`src/rtl/cim_pkg.sv`:
```
// Shared encodings for the compute-in-memory ternary datapath.
package cim_pkg;

  typedef enum logic [1:0] {
    WGT_ZERO = 2'b00,
    WGT_POS  = 2'b01,
    WGT_RSVD = 2'b10,
    WGT_NEG  = 2'b11
  } wgt_e;

  typedef enum logic {
    ST_ACCUM = 1'b0,
    ST_HOLD  = 1'b1
  } state_e;

  typedef enum logic [1:0] {
    OP_PASS = 2'b00,
    OP_ADD  = 2'b01,
    OP_SUB  = 2'b10
  } op_e;

  function automatic op_e wgt_to_op(input logic [1:0] wgt);
    case (wgt)
      WGT_POS: wgt_to_op = OP_ADD;
      WGT_NEG: wgt_to_op = OP_SUB;
      default: wgt_to_op = OP_PASS;
    endcase
  endfunction

endpackage

```
`src/rtl/ternary_accumulator_sat_addsub.sv`:
```
// Combinational saturating add/subtract of a sign-extended narrow operand.
module sat_addsub
  import cim_pkg::*;
#(
  parameter int ACC_W  = 16,
  parameter int DATA_W = 8
) (
  input  logic signed [ACC_W-1:0]  i_a,
  input  logic signed [DATA_W-1:0] i_b,
  input  op_e                      i_op,
  output logic signed [ACC_W-1:0]  o_result,
  output logic                     o_overflow
);

  logic signed [ACC_W:0] w_a;
  logic signed [ACC_W:0] w_b;
  logic signed [ACC_W:0] w_sum;

  // One guard bit: extending before negation keeps -(-2^(DATA_W-1)) exact.
  always_comb begin
    w_a   = {i_a[ACC_W-1], i_a};
    w_b   = {{(ACC_W + 1 - DATA_W){i_b[DATA_W-1]}}, i_b};
    w_sum = w_a;
    case (i_op)
      OP_ADD:  w_sum = w_a + w_b;
      OP_SUB:  w_sum = w_a - w_b;
      default: w_sum = w_a;
    endcase
    o_overflow = w_sum[ACC_W] ^ w_sum[ACC_W-1];
    o_result   = w_sum[ACC_W-1:0];
    if (o_overflow) begin
      o_result = w_sum[ACC_W] ? {1'b1, {(ACC_W-1){1'b0}}}
                              : {1'b0, {(ACC_W-1){1'b1}}};
    end
  end

endmodule

```
`src/rtl/ternary_accumulator.sv`:
```
// Ternary-weight dot-product accumulator with saturation and a held result.
module ternary_accumulator
  import cim_pkg::*;
#(
  parameter int DATA_W = 8,
  parameter int ACC_W  = 16,
  parameter int LEN    = 64
) (
  input  logic                     clk,
  input  logic                     rst_n,
  input  logic                     in_valid,
  output logic                     in_ready,
  input  logic signed [DATA_W-1:0] in_act,
  input  logic [1:0]               in_wgt,
  input  logic                     in_last,
  output logic                     out_valid,
  input  logic                     out_ready,
  output logic signed [ACC_W-1:0]  out_data,
  output logic                     out_sat
);

  localparam int CNT_W = (LEN > 1) ? $clog2(LEN) : 1;

  state_e                  r_state;
  logic signed [ACC_W-1:0] r_acc;
  logic [CNT_W-1:0]        r_cnt;
  logic                    r_sat;

  logic signed [ACC_W-1:0] w_sum;
  logic                    w_ovf;
  logic                    w_cnt_last;
  logic                    w_accept;

  assign w_cnt_last = (r_cnt == CNT_W'(LEN - 1));
  assign w_accept   = in_valid && (r_state == ST_ACCUM);

  sat_addsub #(
    .ACC_W  (ACC_W),
    .DATA_W (DATA_W)
  ) u_sat_addsub (
    .i_a        (r_acc),
    .i_b        (in_act),
    .i_op       (wgt_to_op(in_wgt)),
    .o_result   (w_sum),
    .o_overflow (w_ovf)
  );

  always_ff @(posedge clk or negedge rst_n) begin
    if (!rst_n) begin
      r_state <= ST_ACCUM;
      r_acc   <= '0;
      r_cnt   <= '0;
      r_sat   <= 1'b0;
    end else begin
      case (r_state)
        ST_ACCUM: begin
          if (w_accept) begin
            r_acc <= w_sum;
            r_sat <= r_sat | w_ovf;
            // The final beat leaves the counter alone so it never wraps past LEN-1.
            if (in_last || w_cnt_last) begin
              r_state <= ST_HOLD;
            end else begin
              r_cnt <= r_cnt + CNT_W'(1);
            end
          end
        end
        ST_HOLD: begin
          if (out_ready) begin
            r_state <= ST_ACCUM;
            r_acc   <= '0;
            r_cnt   <= '0;
            r_sat   <= 1'b0;
          end
        end
        default: r_state <= ST_ACCUM;
      endcase
    end
  end

  assign in_ready  = (r_state == ST_ACCUM);
  assign out_valid = (r_state == ST_HOLD);
  assign out_data  = r_acc;
  assign out_sat   = r_sat;

endmodule

```
`config.mk`:
```
export PLATFORM = sky130hd
export DESIGN_NAME = ternary_accumulator
export DESIGN_NICKNAME = d
export VERILOG_FILES = /design/src/rtl/cim_pkg.sv /design/src/rtl/ternary_accumulator_sat_addsub.sv /design/src/rtl/ternary_accumulator.sv
export SDC_FILE = /design/constraint.sdc
export NUM_CORES = 1
export LEC_CHECK = 0
export BUFFER_PORTS_ARGS = -buffer_cell sky130_fd_sc_hd__buf_2
export CAP_MARGIN = 10
export CORE_MARGIN = 2
export CORE_UTILIZATION = 45
export DETAILED_ROUTE_END_ITERATION = 12
export PLACE_DENSITY = 0.71
export SKIP_CTS_REPAIR_TIMING = 1
export SYNTH_ARGS = -nofsm -noshare
export SYNTH_HDL_FRONTEND = slang
export SYNTH_SLANG_ARGS = --single-unit
export TNS_END_PERCENT = 1
```
`constraint.sdc`:
```
create_clock -name clk -period 3 [get_ports clk]
set_clock_uncertainty 0.15 [all_clocks]
set_input_delay 0 -clock clk [delete_from_list [all_inputs] [get_ports clk]]
set_output_delay 0 -clock clk [all_outputs]
set_load 0.01 [all_outputs]
```
==> reports/metrics.yaml <==
io_buffers: 33
yosysMostFrequentCell: "a21oi_1"
cp-end-kind: "flop"
syn-num-nets: 313
outcome: "complete, no violations"
synth-compound-area-share: 0.258
synth_fa_ha_area_frac: 0.171
grt_use_total: 0.204
synth_area_mm2: 0.00234
p_leak_nw: 1.39
arrival_ns: 2.82
rsz0062_at_grt: "true"
avgSynthCellArea_um2: 8.45
clk_latency_ns: 0.27
htreeDepth: 1
powerDensity_mw_per_mm2: 999
synth-edff-count: 0
setup_viol: 0
cts_buffer_depth: 2
post-place-ws_ns: -0.240
antenna_found_initial: 0
ys_ff_latch: 24
cts_made_buffers: 3
final_antenna_net_count: 0
finalHoldViolations: 0
gp_congestion: 0.916
yosys-top-cells-count: "a21oi_1 (32), dfrtp_1 (24), nand2_1 (22), o21ai_0 (22), nand3_1 (21)"
synthSimpleGateAreaFrac: 0.180
synth.distinct_cells: 47
initial_utilization: 0.461
hpwl_mm: 4.72
ir_worst_vdd_v: 0.000738
die_area_mm2: 0.00579
r2r_slack_ns: 0.16
wl_per_cell_um: 14.3
area_growth_pct: 27.4
n_antenna_cell: 0
overflow: 0
drt-total-wl_mm: 5.93
vias: 2265
layout_min_cycle_time_ns: 2.84
tightestPinTransition_ns: 0.623
worstPathMaxFanout: 5
synth_area_leader_cell: "dfrtp_1"
core-area_mm2: 0.00507
relSlewSlack: 0.583
ios: 34
die_width_um: 76.1
synth.top_cell.area_share: 0.257
p_switching_mw: 1.32
synth_top_family_by_area: "compound AO/OA/AOI/OAI gates"
seqPwrFrac: 0.183
dr.first_iter.drc_count: 113
combPwrFrac: 0.722
required_ns: 2.98
grt_pass1_wl_mm: 9.71
grt_max_degree: 25
die_height_um: 76.1
hp-class: "in2reg"
yosys_warnings: 0
drv_cap: 0
routed_via_density: 5.46
ys_seq_area_frac: 0.257
finalMaxSlewViolations: 0
synthTopCellsByArea: "dfrtp_1 (26%), ha_1 (11%), a21oi_1 (6.8%), o21ai_0 (4.7%), nand3_1 (4.5%)"
synth_xor_area_frac: 0.0818
syn_inst: 277
firstDrtPassIters: 4
power.share.clock: 0.095
drc: 0
cts_sinks: 24
finalWorstSetupSlack_ns: 0.160
intPower_mw: 1.65
synth_ff_type: "dfrtp_1"
cts.clk_slew.worst_paths_ns: 0.09
cts_tree: "built"
cts_root_buf: "clkbuf_8"
fin_nets: 382
fmax_mhz: 352
grt_pass1_vias: 2053
fin_util: 0.587
rows: 26
synth.area.mux_share: 0.0134
drive_above_1_share: 0.316
setup.worst_path.start_class: "flop"
crit_type: "reg2reg"
netSwitchingFraction: 0.444
period_share: 0.947
ys_async_sr_fraction: 1.00
cell families after synthesis:
logic type / after synthesis
AOI/OAI and AO/OA: 91
and+or+nand+nor: 85
adders and majority gates: 33
DFF: 24
xor gates and xnor gates: 21
buffers and inverters: 20
muxes: 3
registers in the layout (all words and copies together) (netlist names):
| name | count |
|---|---|
| out_data | 16 |
| out_valid | 1 |
| out_sat | 1 |
| r_cnt | 6 |
power groups by stage:
stage | clock network [mW] | registers [mW] | logic, mW
after floorplan | 0 | 0.558 | 1.43
after global placement | 0 | 0.554 | 2.03
after detailed placement | 0 | 0.553 | 2.07
after CTS | 0.286 | 0.546 | 2.08
after global routing | 0.303 | 0.560 | 2.37
final | 0.282 | 0.545 | 2.15
worst max-delay path, stage by stage (launching register included):
cell,delay [ns]
dfrtp_1,0.36
inv_1,0.05
ha_1,0.19
fa_1,0.44
nor2b_4,0.15
o31a_4,0.15
a41oi_4,0.16
buf_4,0.18
or3_2,0.45
and3_1,0.18
a21oi_1,0.14
o31ai_1,0.08
through the flow:
stage	hold WS, ns	TNS (ns)	total power [mW]	instances	cell area, um2
4_1_cts	-0.426	0	2.91	410	2880
5_1_grt	0.0357	-0.0159	3.23	415	2980
2_1_floorplan	-0.446	0	1.99	277	2340
3_5_place_dp	-0.133	-2.39	2.62	406	2810
6_report	0.0245	0	2.98	415	2980
3_3_place_gp	-0.136	-1.84	2.59	406	2810
layout make-up:
class,instances,area (um2)
Clock buffer,3,41.3
Clock inverter,1,30.0
Fill cell,484,2090
Inverter,9,33.8
Multi-Input combinational cell,233,1700
Sequential cell,24,601
Tap cell,70,87.6
Timing Repair Buffer,75,490
layout by cell type (no fill, tap or decap), drive strengths merged, types with 4 or more instances in the layout:
master and n:
nand3 21, nand2 22, inv 9, dlygate4sd3 4, maj3 12, o21ai 34
a21oi 32, ha 20, nor2 14, buf 71, nand2b 5, xnor2 12
and2 6, o31ai 5, nor3 5, xor2 9, dfrtp 24, a21o 4
routing by layer:
layer,wire length (um),GRT usage,part of all wire
met1,2730,0.269,0.46
met2,2930,0.352,0.49
met3,194,0.0355,0.033
met4,81,0.0400,0.014
met5,0,0,0
worst paths after layout:
kind / startpoint / end / cells after the start
worst max-delay path: out_data[0] / out_data[12] / 11
worst min-delay path: in_valid / out_valid / 4
worst max register to register: out_data[0] / out_data[12] / 11
worst min register to register: out_sat / out_sat / 2
max in group asynchronous: rst_n / out_data[15] / 2
min in group asynchronous: rst_n / out_valid / 2
Note: power is estimated with default switching activity, not from simulation.
